**src/rtl/riscv_pkg.sv**
```systemverilog
// riscv_pkg: shared MEM-stage FSM states and D-cache word-address width
package riscv_pkg;
  localparam int DC_AW = 30;
  typedef enum logic [1:0] {IDLE = 2'd0, BUSY = 2'd1, HOLD = 2'd2} mem_state_t;
endpackage

```
**src/rtl/mem_fsm.sv**
```systemverilog
// mem_fsm: D-cache request sequencing, miss stall and post-completion hold
module mem_fsm
  import riscv_pkg::*;
(
  input  logic clk,
  input  logic rst_n,
  input  logic memrd,
  input  logic memwr,
  input  logic mis,
  input  logic dc_stall,
  input  logic stall_in,
  output logic ren,
  output logic wen,
  output logic mem_stall,
  output logic done,
  output logic hold
);
  mem_state_t state, state_nx;
  logic req;
  always_ff @(posedge clk) state <= !rst_n ? IDLE : state_nx;
  // Request is live in IDLE and BUSY alike; upstream is frozen during a miss so inputs stay stable.
  always_comb begin
    req = rst_n & (state != HOLD) & (memrd | memwr) & ~mis;
    ren = req & memrd;
    wen = req & memwr & ~memrd;
    mem_stall = (ren | wen) & dc_stall;
    done = (ren | wen) & ~dc_stall;
    hold = state == HOLD;
    state_nx = mem_stall ? BUSY : (((done | hold) & stall_in) ? HOLD : IDLE);
  end
endmodule

```
**src/rtl/mem_stage.sv**
```systemverilog
// mem_stage: pipeline MEM stage with D-cache interface and MEM/WB registers.
// Optional MEM_MISALIGN_CHECK_EN adds misalign_err and suppresses unaligned accesses.
module mem_stage
  import riscv_pkg::*;
(
  input  logic             clk,
  input  logic             rst_n,
  input  logic [31:0]      alu_result_in,
  input  logic [31:0]      mem_wdata_in,
  input  logic [4:0]       rd_in,
  input  logic [31:0]      PC_step_in,
  input  logic             memrd_in,
  input  logic             memwr_in,
  input  logic             mem2reg_in,
  input  logic             regwr_in,
  input  logic             jump_in,
  input  logic             mul_ppl_in,
  input  logic             stall_in,
  output logic             mem_stall,
  output logic             DCACHE_ren,
  output logic             DCACHE_wen,
  output logic [DC_AW-1:0] DCACHE_addr,
  output logic [31:0]      DCACHE_wdata,
  input  logic [31:0]      DCACHE_rdata,
  input  logic             DCACHE_stall,
  output logic [31:0]      wb_data,
  output logic [4:0]       rd_out,
  output logic             regwr_out,
  output logic             mul_ppl_out,
  output logic [31:0]      fwd_mem_dat,
  output logic [4:0]       fwd_mem_rd,
  output logic             fwd_mem_regwr
`ifdef MEM_MISALIGN_CHECK_EN
  ,output logic            misalign_err
`endif
);
  logic mis, done, hold, advance;
  logic [31:0] load_q, load_data, sel;
`ifdef MEM_MISALIGN_CHECK_EN
  assign mis = (memrd_in | memwr_in) & |alu_result_in[1:0];
  always_ff @(posedge clk) misalign_err <= rst_n & (misalign_err | mis);
`else
  assign mis = 1'b0;
`endif
  mem_fsm u_fsm (
    .clk      (clk),
    .rst_n    (rst_n),
    .memrd    (memrd_in),
    .memwr    (memwr_in),
    .mis      (mis),
    .dc_stall (DCACHE_stall),
    .stall_in (stall_in),
    .ren      (DCACHE_ren),
    .wen      (DCACHE_wen),
    .mem_stall(mem_stall),
    .done     (done),
    .hold     (hold)
  );
  assign DCACHE_addr = alu_result_in[31:2];
  assign DCACHE_wdata = mem_wdata_in;
  assign load_data = hold ? load_q : DCACHE_rdata;
  assign fwd_mem_dat = jump_in ? PC_step_in : alu_result_in;
  assign fwd_mem_rd = rd_in;
  assign fwd_mem_regwr = regwr_in & ~mem2reg_in;
  assign sel = mem2reg_in ? load_data : fwd_mem_dat;
  assign advance = ~mem_stall & ~stall_in;
  always_ff @(posedge clk) begin
    if (!rst_n) begin
      load_q <= '0;
      wb_data <= '0;
      rd_out <= '0;
      regwr_out <= 1'b0;
      mul_ppl_out <= 1'b0;
    end else begin
      if (done & stall_in) load_q <= DCACHE_rdata;
      if (advance) begin
        wb_data <= sel;
        rd_out <= rd_in;
        regwr_out <= regwr_in & ~mis;
        mul_ppl_out <= mul_ppl_in;
      end
    end
  end
endmodule

```
**config.mk**
```make
export PLATFORM = sky130hd
export DESIGN_NAME = mem_stage
export DESIGN_NICKNAME = d
export VERILOG_FILES = /design/src/rtl/riscv_pkg.sv /design/src/rtl/mem_fsm.sv /design/src/rtl/mem_stage.sv
export SDC_FILE = /design/constraint.sdc
export NUM_CORES = 1
export LEC_CHECK = 0
export ABC_AREA = 1
export CORE_MARGIN = 2
export CORE_UTILIZATION = 42
export DETAILED_ROUTE_END_ITERATION = 8
export PLACE_DENSITY = 0.87
export RECOVER_POWER = 50
export SLEW_MARGIN = 15
export SYNTH_ARGS = -nofsm -noshare
export SYNTH_HDL_FRONTEND = slang
export SYNTH_SLANG_ARGS = --single-unit
```
**constraint.sdc**
```tcl
create_clock -name clk -period 2 [get_ports clk]
set_input_delay 0.4 -clock clk [delete_from_list [all_inputs] [get_ports clk]]
set_output_delay 0.4 -clock clk [all_outputs]
set_load 0.005 [all_outputs]
```
==> flow_summary_export.csv <==
group,metric,value,unit
final_layout,nets,1097,
sta,hold_viol,0,
floorplan,die_area,0.0130,sq mm
sta,worst_clock_skew,0.00604,ns
setup_path,highest_delay_cell_along_the_critical_path,"sky130_fd_sc_hd__clkdlybuf4s50_1",
setup_path,timing.critical_path.arrival,1.57,ns
placed_design,hpwl,10.6,mm
setup_path,type_of_the_worst_setup_path,"primary input to output pin",
placed_design,io_buffers,220,
synth,synth.top_cells.by_area,"sky130_fd_sc_hd__dfxtp_1, sky130_fd_sc_hd__nand2_1, sky130_fd_sc_hd__nor2_1",
detailed_routing,antenna_left,0,
setup_path,worstSetupEndpointType,"output pin",
synth,post_syn_instances,821,
synth,seq_area_frac_synth,0.288,
final_layout,regArea,0.00146,sq mm
synth,synth.yosys.warnings,0,
setup_path,cp_max_fo,2,
global_route,globalRouteTotalUtil,0.213,
synth,yosys_register_bits,73,
floorplan,die-width,114,um
global_route,antenna_violations_before_repair,0,
sta,setup_viol,0,
detailed_routing,per_cell_via_count_in_the_routed_design,4.74,
setup_path,cell_chain_of_the_critical_path,"clkdlybuf4s50_1 -> inv_1 -> nand2_2 -> o21a_1 -> clkdlybuf4s50_1",
synth,mappedNetlistNets,964,
clocking,post_cts_buffers,0,
final_layout,area_delta_synth_final,41.9,%
clocking,total_cts_buffers,9,
sta,tightest_slew,0.464,ns
detailed_routing,drtIter0Drc,247,
clocking,worst_setup_hold_path_clk_slew,0.06,ns
pwr,ir_worst_vdd,0.374,mV
floorplan,fp-row-count,40,
detailed_routing,wire_per_inst,12.9,um
synth,mappedNetlistArea,0.00507,sq mm
sta,maxSlewViolCount,0,
floorplan,fp.dieH,114,um
final_layout,drive_gt1_frac,0.0511,
floorplan,initial_core_utilization,0.426,
sta,max_frequency,507,MHz
final_layout,num_antenna_cells,0,
synth,synthDominantCellAreaShare,0.288,
global_route,grt_overflow_total,0,
sta,period_minus_slack,1.97,ns
floorplan,io_pins,285,
sta,setup_repair_after_global_routing_missed_its_margin,"false",
final_layout,post-route-cell-area,0.00719,sq mm
detailed_routing,vias,5244,
floorplan,core_area,0.0119,sq mm
clocking,root_buffer_master,"sky130_fd_sc_hd__clkbuf_16",
detailed_routing,wl,14.3,mm
setup_path,critical_path.startpoint_type,"primary input",
final_layout,multi_input_logic_area,0.00241,sq mm
min_path,hold_path.class,"flip-flop to flip-flop",
job,timing.max_cap.violations,0,
synth,post_synth.cell_area_avg,6.18,sq um
sta,post-route-worst-setup-slack,0.0268,ns
final_layout,fillers,1120,
sta,final_min_period_over_clock_period,0.987,
setup_path,path_delay_family,"buffers and inverters",
final_layout,finalNonFillerCells,1106,
synth,yosys.area.top_type,"sky130_fd_sc_hd__dfxtp_1",
clocking,cts_tree,"yes",
pwr,cellPowerDensity,605,mW/mm^2
placed_design,placed_instances,1090,
placed_design,detailed_place.area,0.00688,sq mm
global_route,grt_first_pass_wirelength,22.7,mm
detailed_routing,drt-pass1-iter-count,4,
global_route,grt_start_max_net_pins,64,
clocking,clk_path_buf_depth,2,
pwr,power.leakage,3.64,nW
clocking,insertion_delay_of_the_later_clocked_pin_in_the_worst_skew_pair,0.32,ns
setup_path,critical_path_rt,1.60,ns
clocking,cts_htree_levels,3,
setup_path,critical-path-top-cell-by-count,"sky130_fd_sc_hd__clkdlybuf4s50_1",
placed_design,place_ws,-0.123,ns
clocking,cts.sink_count,73,
global_route,grt_pass1_vias,4647,
run_status,status,"finished, final reports clean",
detailed_routing,post-route-drc-count,0,
sta,relSlewSlack,0.691,
placed_design,gp_congestion,0.820,
setup_path,max_stage_delay,0.49,ns
sta,setup_tns,0,ns
setup_path,bufs_and_invs_on_worst_path,3,
synth,synth_cell_types,24,
-- per-stage QoR --
stage,power (mW),util,hold WS [ns]
after global routing,4.58,0.604,0.509
after detailed placement,2.84,0.578,0.472
final,4.35,0.604,0.480
after floorplan,2.28,-,0.455
after global placement,2.82,0.578,0.461
after CTS,4.45,0.602,0.484
-- worst paths after layout --
| path | startpoint | endpoint | slack [ns] | depth (start not counted) |
|---|---|---|---|---|
| max reg2reg | u_fsm.state[0] | load_q[9] | 0.40 | 8 |
| min reg2reg | load_q[18] | load_q[18] | 0.48 | 2 |
| min | load_q[18] | load_q[18] | 0.48 | 2 |
| max | PC_step_in[15] | fwd_mem_dat[15] | 0.03 | 5 |
-- kinds of logic after synthesis --
| group | share of synthesized area |
|---|---|
| flops | 0.288 |
| buf+inv | 0.236 |
| simple gates | 0.341 |
| compound gates | 0.134 |
-- registers in the layout, summed over array words and instances (netlist names) --
name,cells
wb_data,32
mul_ppl_out,1
regwr_out,1
u_fsm.state,2
rd_out,5
load_q,32
-- synth_stat cells, drive strengths merged --
| cell | n |
|---|---|
| nand2 | 203 |
| nor2 | 171 |
| buf | 111 |
| inv | 106 |
| dfxtp | 73 |
| nand4 | 34 |
| o211ai | 32 |
| o21a | 32 |
| o21ai | 32 |
| clkbuf | 10 |
| a21oi | 8 |
| nand3b | 6 |
| nand3 | 2 |
| nor3 | 1 |
-- final cells by class --
cell class,instances,area share
Clock buffer,11,0.0338
Multi-Input combinational cell,521,0.335
Sequential cell,73,0.203
Timing Repair Buffer,243,0.339
Clock inverter,5,0.00765
Tap cell,147,0.0256
Inverter,106,0.0553
-- metal layers --
metal | GRT usage | share of wire
met5 | 0 | 0
met4 | 0.0805 | 0.022
met3 | 0.0452 | 0.068
met2 | 0.356 | 0.48
met1 | 0.270 | 0.43
-- placed cells by master, fill, tap and decap left out, types with 2 or more instances in the layout --
| cell type | n |
|---|---|
| sky130_fd_sc_hd__o21a_1 | 32 |
| sky130_fd_sc_hd__clkinvlp_4 | 2 |
| sky130_fd_sc_hd__clkbuf_16 | 9 |
| sky130_fd_sc_hd__buf_4 | 16 |
| sky130_fd_sc_hd__dlymetal6s2s_1 | 21 |
| sky130_fd_sc_hd__nor2_1 | 170 |
| sky130_fd_sc_hd__dfxtp_1 | 73 |
| sky130_fd_sc_hd__a21oi_1 | 8 |
| sky130_fd_sc_hd__buf_12 | 3 |
| sky130_fd_sc_hd__buf_2 | 3 |
| sky130_fd_sc_hd__dlygate4sd3_1 | 39 |
| sky130_fd_sc_hd__nand4_1 | 32 |
| sky130_fd_sc_hd__o21ai_1 | 28 |
| sky130_fd_sc_hd__nand2_1 | 199 |
| sky130_fd_sc_hd__inv_1 | 104 |
| sky130_fd_sc_hd__nand3_1 | 2 |
| sky130_fd_sc_hd__dlygate4sd2_1 | 5 |
| sky130_fd_sc_hd__clkdlybuf4s50_1 | 145 |
| sky130_fd_sc_hd__nand3b_1 | 6 |
| sky130_fd_sc_hd__nand2_2 | 3 |
| sky130_fd_sc_hd__nand4_4 | 2 |
| sky130_fd_sc_hd__o211ai_1 | 32 |
| sky130_fd_sc_hd__o21ai_0 | 4 |
| sky130_fd_sc_hd__inv_2 | 2 |
| sky130_fd_sc_hd__clkdlybuf4s25_1 | 8 |
| sky130_fd_sc_hd__clkinv_2 | 2 |
| sky130_fd_sc_hd__clkbuf_2 | 2 |
-- power by group --
part           total, mW  internal, mW  switching (mW)
clock               1.60         0.996           0.601
sequential          1.60          1.55          0.0445
combinational       1.16         0.628           0.528
total               4.35          3.18            1.17
-- worst reg2reg max path, cell delays in order (launching register included) --
cell and delay, ns:
sky130_fd_sc_hd__dfxtp_1 0.30, sky130_fd_sc_hd__inv_1 0.04, sky130_fd_sc_hd__nand2_2 0.11, sky130_fd_sc_hd__buf_4 0.36
sky130_fd_sc_hd__nand4_4 0.17, sky130_fd_sc_hd__nor2_4 0.15, sky130_fd_sc_hd__buf_4 0.23, sky130_fd_sc_hd__nor2_1 0.07
sky130_fd_sc_hd__nor2_1 0.09
-- repair_timing --
item	4_1_cts	5_1_grt
pin swaps	0	0
hold buffers	0	0
resized for setup	5	31
endpoints found under the setup margin	5	31
hold endpoints to repair	0	0
(Power assumes the default switching activity.)
